[config.mk]
export PLATFORM = sky130hd
export DESIGN_NAME = mario_sprite_draw
export DESIGN_NICKNAME = d
export VERILOG_FILES = /design/src/rtl/mario_draw_pkg.sv /design/src/rtl/sprite_hit_test.sv /design/src/rtl/mario_sprite_draw.sv
export SDC_FILE = /design/constraint.sdc
export NUM_CORES = 1
export LEC_CHECK = 0
export ABC_AREA = 1
export BUFFER_PORTS_ARGS = -buffer_cell sky130_fd_sc_hd__buf_4
export CORE_MARGIN = 3
export CORE_UTILIZATION = 55
export CTS_CLUSTER_DIAMETER = 120
export CTS_CLUSTER_SIZE = 14
export DETAILED_ROUTE_END_ITERATION = 8
export GPL_ROUTABILITY_DRIVEN = 1
export HOLD_SLACK_MARGIN = 0.02
export PLACE_DENSITY = 0.91
export SYNTH_ARGS = -nofsm -noshare
export SYNTH_HDL_FRONTEND = slang
export SYNTH_SLANG_ARGS = --single-unit
export TNS_END_PERCENT = 50
[constraint.sdc]
create_clock -name clk -period 4.4 [get_ports clk]
set_input_delay 0.66 -clock clk [delete_from_list [all_inputs] [get_ports clk]]
set_output_delay 0.66 -clock clk [all_outputs]
set_load 0.005 [all_outputs]
[src/rtl/mario_draw_pkg.sv]
// Shared constants and types for the Mario sprite draw path.
// Also used by sprite_hit_test so enemy/coin sprites can reuse the same geometry.
package mario_draw_pkg;

    localparam int SPR_W_DEF = 32;
    localparam int SPR_H_DEF = 32;
    localparam int RGB_W     = 12;
    localparam int SID_W     = 6;
    localparam int X_W       = 11;
    localparam int Y_W       = 10;

    localparam logic [RGB_W-1:0] TRANS_KEY_DEF = 12'hF0F;
    localparam logic [RGB_W-1:0] DEBUG_RGB     = 12'hFFF;
    localparam logic [SID_W-1:0] SID_RST       = 6'd32;

    // Per-frame latched sprite placement
    typedef struct packed {
        logic [X_W-1:0]   x;
        logic [Y_W-1:0]   y;
        logic [SID_W-1:0] id;
    } shadow_t;

endpackage

[src/rtl/sprite_hit_test.sv]
// Combinational box test for one sprite: inside flag plus sprite-local lx/ly.
// The end bounds are computed one bit wider so a box near the right/bottom edge never wraps.
module sprite_hit_test
    import mario_draw_pkg::*;
#(
    parameter int SPR_W = SPR_W_DEF,
    parameter int SPR_H = SPR_H_DEF,
    localparam int LX_W = $clog2(SPR_W),
    localparam int LY_W = $clog2(SPR_H)
) (
    input  logic            pix_valid_i,
    input  logic [X_W-1:0]  pix_x_i,
    input  logic [Y_W-1:0]  pix_y_i,
    input  logic [X_W-1:0]  box_x_i,
    input  logic [Y_W-1:0]  box_y_i,
    output logic            inbox_o,
    output logic [LX_W-1:0] lx_o,
    output logic [LY_W-1:0] ly_o
);

    logic [X_W:0] x_end;
    logic [Y_W:0] y_end;

    assign x_end = {1'b0, box_x_i} + (X_W+1)'(SPR_W);
    assign y_end = {1'b0, box_y_i} + (Y_W+1)'(SPR_H);

    always_comb begin
        inbox_o = pix_valid_i
               && (pix_x_i >= box_x_i) && ({1'b0, pix_x_i} < x_end)
               && (pix_y_i >= box_y_i) && ({1'b0, pix_y_i} < y_end);
    end

    assign lx_o = LX_W'(pix_x_i - box_x_i);
    assign ly_o = LY_W'(pix_y_i - box_y_i);

endmodule

[src/rtl/mario_sprite_draw.sv]
// Mario sprite pixel generator: shadow placement regs, box test, sync-ROM fetch, output mux.
// Optional BBOX_DEBUG_EN paints the sprite bounding-box outline in DEBUG_RGB.
module mario_sprite_draw
    import mario_draw_pkg::*;
#(
    parameter int               SPR_W     = SPR_W_DEF,
    parameter int               SPR_H     = SPR_H_DEF,
    parameter int               ADDR_W    = 16,
    parameter logic [RGB_W-1:0] TRANS_KEY = TRANS_KEY_DEF
) (
    input  logic              clk,
    input  logic              rst,
    input  logic              frame_start,
    input  logic [X_W-1:0]    mario_x,
    input  logic [Y_W-1:0]    mario_y,
    input  logic [SID_W-1:0]  mario_id,
    input  logic              pix_valid,
    input  logic [X_W-1:0]    pix_x,
    input  logic [Y_W-1:0]    pix_y,
    output logic [ADDR_W-1:0] rom_addr,
    input  logic [RGB_W-1:0]  rom_data,
    output logic              spr_valid,
    output logic              spr_hit,
    output logic [RGB_W-1:0]  spr_rgb
);

    localparam int LX_W   = $clog2(SPR_W);
    localparam int LY_W   = $clog2(SPR_H);
    localparam int IDX_W  = SID_W + LY_W + LX_W;
    localparam int STAGES = 2;

    shadow_t           shadow_q, shadow_d;
    logic [ADDR_W-1:0] rom_addr_q, rom_addr_d;
    logic [STAGES:1]   vld_pipe_q;
    logic [STAGES:1]   hit_pipe_q;
    logic              spr_valid_q;
    logic              spr_hit_q, spr_hit_d;
    logic [RGB_W-1:0]  spr_rgb_q, spr_rgb_d;

    logic              inbox;
    logic [LX_W-1:0]   lx;
    logic [LY_W-1:0]   ly;
    logic [IDX_W-1:0]  rom_idx;

    // Placement only changes at frame_start, so the sprite cannot tear mid-frame
    always_comb begin
        shadow_d = shadow_q;
        if (frame_start) begin
            shadow_d = '{x: mario_x, y: mario_y, id: mario_id};
        end
    end

    sprite_hit_test #(
        .SPR_W (SPR_W),
        .SPR_H (SPR_H)
    ) u_hit (
        .pix_valid_i (pix_valid),
        .pix_x_i     (pix_x),
        .pix_y_i     (pix_y),
        .box_x_i     (shadow_q.x),
        .box_y_i     (shadow_q.y),
        .inbox_o     (inbox),
        .lx_o        (lx),
        .ly_o        (ly)
    );

    assign rom_idx = {shadow_q.id, ly, lx};

    // Hold the address outside the box to avoid pointless ROM toggling
    always_comb begin
        rom_addr_d = rom_addr_q;
        if (inbox) begin
            rom_addr_d = ADDR_W'(rom_idx);
        end
    end

`ifdef BBOX_DEBUG_EN
    logic            on_edge;
    logic [STAGES:1] edge_pipe_q;

    // SPR_W/SPR_H are powers of two, so all-ones is the last column/row
    assign on_edge = inbox && (lx == '0 || lx == '1 || ly == '0 || ly == '1);

    always_ff @(posedge clk or posedge rst) begin
        if (rst) begin
            edge_pipe_q <= '0;
        end else begin
            edge_pipe_q <= {edge_pipe_q[STAGES-1:1], on_edge};
        end
    end

    always_comb begin
        spr_hit_d = hit_pipe_q[STAGES] && (edge_pipe_q[STAGES] || (rom_data != TRANS_KEY));
        spr_rgb_d = '0;
        if (edge_pipe_q[STAGES]) begin
            spr_rgb_d = DEBUG_RGB;
        end else if (spr_hit_d) begin
            spr_rgb_d = rom_data;
        end
    end
`else
    always_comb begin
        spr_hit_d = hit_pipe_q[STAGES] && (rom_data != TRANS_KEY);
        spr_rgb_d = spr_hit_d ? rom_data : '0;
    end
`endif

    always_ff @(posedge clk or posedge rst) begin
        if (rst) begin
            shadow_q    <= '{x: '0, y: '0, id: SID_RST};
            rom_addr_q  <= '0;
            vld_pipe_q  <= '0;
            hit_pipe_q  <= '0;
            spr_valid_q <= 1'b0;
            spr_hit_q   <= 1'b0;
            spr_rgb_q   <= '0;
        end else begin
            shadow_q    <= shadow_d;
            rom_addr_q  <= rom_addr_d;
            vld_pipe_q  <= {vld_pipe_q[STAGES-1:1], pix_valid};
            hit_pipe_q  <= {hit_pipe_q[STAGES-1:1], inbox};
            spr_valid_q <= vld_pipe_q[STAGES];
            spr_hit_q   <= spr_hit_d;
            spr_rgb_q   <= spr_rgb_d;
        end
    end

    assign rom_addr  = rom_addr_q;
    assign spr_valid = spr_valid_q;
    assign spr_hit   = spr_hit_q;
    assign spr_rgb   = spr_rgb_q;

endmodule

==> results.json <==
{
  "run_status": "finished, final reports clean",
  "wire_per_inst_um": 14.0,
  "path_max_fanout": 17,
  "rsz0062_at_grt": "false",
  "root_buffer": "clkbuf_8",
  "clock-sinks": 61,
  "vias": 2939,
  "postCtsSetupRepairBufs": 0,
  "syn_area_per_cell_um2": 8.65,
  "layout.nets": 591,
  "worstRegToRegCells": 12,
  "drive_gt1_share_pct": 25.8,
  "ioPinCount": 94,
  "cts_made_buffers": 9,
  "cts_tree": "done",
  "slew_viol_final": 0,
  "clockPowerShare_pct": 28.8,
  "hold_buffers": 0,
  "criticalPathCategory": "flip-flop to flip-flop",
  "period_share_pct": 56.4,
  "die_area_um2": 7200,
  "min_path_cells": 0,
  "multi_input_area_um2": 1620,
  "fp.dieH_um": 84.8,
  "crit_chain": "ha_1, nand3_1, xor2_1, ha_1, nand3_1, nand2_1, clkinv_1, nand2_2, nor2_4, nand3_4, nand2_1, nand2_1",
  "sw_frac_of_total_pct": 32.4,
  "ys_async_sr_fraction_pct": 100,
  "synth_edf_count": 0,
  "synth.most_common_cell": "nand2_1",
  "whs_ns": 0.350,
  "cts_resized": 0,
  "endpoint_kind": "flip-flop",
  "grt_usage_pct": 24.0,
  "crit_path_frequent_cell": "nand2_1",
  "period_minus_slack_ns": 2.48,
  "drt_pass1_iterations": 4,
  "setup_violations": 0,
  "drt_iter0_drc": 138,
  "htreeDepth": 3,
  "power_density_nw_per_um2": 394,
  "gp_congestion": 0.855,
  "clock_latency_ns": 0.34,
  "required_ns": 4.64,
  "rows": 28,
  "drcViolationCount": 0,
  "synth-seq-cells": 61,
  "seq_power_share_pct": 42.3,
  "totalWireLength_mm": 8.01,
  "arrival_ns": 2.72,
  "netlist.area_leader.share_pct": 43.9,
  "synth.distinct_cells": 33,
  "ir_worst_vdd_mv": 0.233,
  "combPwrFrac_pct": 28.9,
  "synthCells": 395,
  "grt_overflow": 0,
  "p_sw_w": 0.000558,
  "syn_nets": 495,
  "netlist_top_cells_area": "dfrtp_1 44%, ha_1 12%, nand2_1 11%",
  "critPathMaxStageDelay_ns": 0.44,
  "cp_slowest_cell": "dfrtp_1",
  "p_int_w": 0.00117,
  "ant_nets": 0,
  "fillers": 428,
  "slew_headroom_pct": 49.5,
  "grt_antenna_before_repair": 0,
  "ys_warn_count": 0,
  "path_clk_slew_ns": 0.07,
  "finClkSkew_ns": 0.00602,
  "ys.flop_type": "dfrtp_1",
  "setup_tns_ns": 0,
  "netlist_area_um2": 3420,
  "regArea_um2": 1530,
  "hold_viol": 0,
  "yosysTopAreaCell": "dfrtp_1",
  "start_util_pct": 57.4,
  "antenna_cells": 0,
  "port_buffers": 93,
  "worstMarginPinSlew_ns": 0.758,
  "startpoint_type": "flip-flop",
  "leakage_nw": 2.42,
  "max_freq_ghz": 0.403,
  "grt_pass1_vias": 3032,
  "hold_class": "flip-flop to flip-flop",
  "viasPerCell": 5.15,
  "maxCapViolCount": 0,
  "place.detailed.hpwl_mm": 6.13,
  "synthTopCellsByCount": "97 x nand2_1, 60 x dfrtp_1, 59 x inv_1",
  "die-width_um": 84.8,
  "syn2layout_area_growth_pct": 27.8,
  "grt_max_degree": 62,
  "core_area_um2": 5960,
  "grt_pass1_wl_mm": 13.6,
  "cts_buffer_depth": 2,
  "ys_seq_area_share_pct": 44.7
}
routing by layer:
layer / track usage (%) / up-vias / part of all wire [%]
li1: - / 1447 / -
met2: 41.7 / 99 / 51
met1: 27.9 / 1368 / 40
met3: 5.44 / 25 / 6.5
met5: 0 / - / 0
met4: 12.2 / 0 / 2.9
cells by family (layout without fill, tap and decap cells):
family / after synthesis / after routing / share of synthesized area, %
AND/OR/NAND/NOR: 170 / 170 / 21.7
flip-flops: 61 / 61 / 44.7
adder cells (fa/ha/maj): 36 / 36 / 13.6
buffers and inverters: 69 / 170 / 7.94
AO/OA/AOI/OAI: 38 / 38 / 6.08
multiplexers: 8 / 8 / 2.64
XOR/XNOR: 13 / 13 / 3.33
path summary, 6_finish.rpt:
check	from	endpoint	slack, ns
min	vld_pipe_q[2]	spr_valid	0.35
max	shadow_q[11]	rom_addr[11]	1.92
min in group asynchronous	rst	spr_rgb[2]	0.53
max in group asynchronous	rst	shadow_q[26]	3.36
max reg2reg	shadow_q[11]	rom_addr[11]	1.92
min reg2reg	vld_pipe_q[2]	spr_valid	0.35
cell type report:
cell class	instances	share of cell area, %
multi-input combinational	265	37.1
sequential	61	35.0
timing repair buffer	94	16.2
inverter	60	5.15
clock buffer	9	2.84
tap	75	2.15
clock inverter	7	1.69
through the flow:
| stage | setup WS [ns] | power, W | std cells | instance area, µm² | utilization (%) |
|---|---|---|---|---|---|
| after floorplan | 2.11 | 0.000984 | 395 | 3420 | - |
| after global placement | 1.89 | 0.00120 | 555 | 4170 | 70.0 |
| after detailed placement | 1.71 | 0.00123 | 555 | 4170 | 70.0 |
| after CTS | 1.93 | 0.00174 | 571 | 4370 | 73.4 |
| after global routing | 1.68 | 0.00183 | 571 | 4370 | 73.4 |
| final | 1.92 | 0.00172 | 571 | 4370 | 73.4 |
placed cells by master (no fill, tap or decap), types with 2 or more instances in the layout:
cell type    n
nor4_1       3
clkinvlp_4   4
inv_1       58
nand3b_1     2
ha_1        34
mux2_2       8
fa_1         2
nand3_1     26
xnor2_1      6
nand2_2      2
xor2_1       7
buf_4       94
a21oi_1     11
o21ai_0     20
nand2_1     97
nand4_1      4
nor2_1      27
a21o_1       4
nor2_2       2
nor3_1       2
clkbuf_8     9
dfrtp_1     60
worst max-delay path, delay by kind of cell (launching register included):
kind          cells  cell delay (ns)
xor+xnor          1             0.16
flops             1             0.44
simple gates      8             1.18
fa+ha+maj         2             0.54
buf+inv           1             0.05
power groups by stage:
stage	sequential, W	combinational (W)	clock, W
6_report	0.000728	0.000499	0.000496
5_1_grt	0.000738	0.000565	0.000526
4_1_cts	0.000728	0.000502	0.000507
3_5_place_dp	0.000736	0.000493	0
3_3_place_gp	0.000734	0.000463	0
2_1_floorplan	0.000725	0.000259	0
registers in the layout, summed over array words and instances, names as in the netlist:
| register | flops |
|---|---|
| hit_pipe_q | 2 |
| rom_addr | 16 |
| rom_idx | 6 |
| shadow_q | 21 |
| spr_hit | 1 |
| spr_rgb | 12 |
| spr_valid | 1 |
| vld_pipe_q | 2 |
No activity file was read; power rests on OpenSTA's default activity.
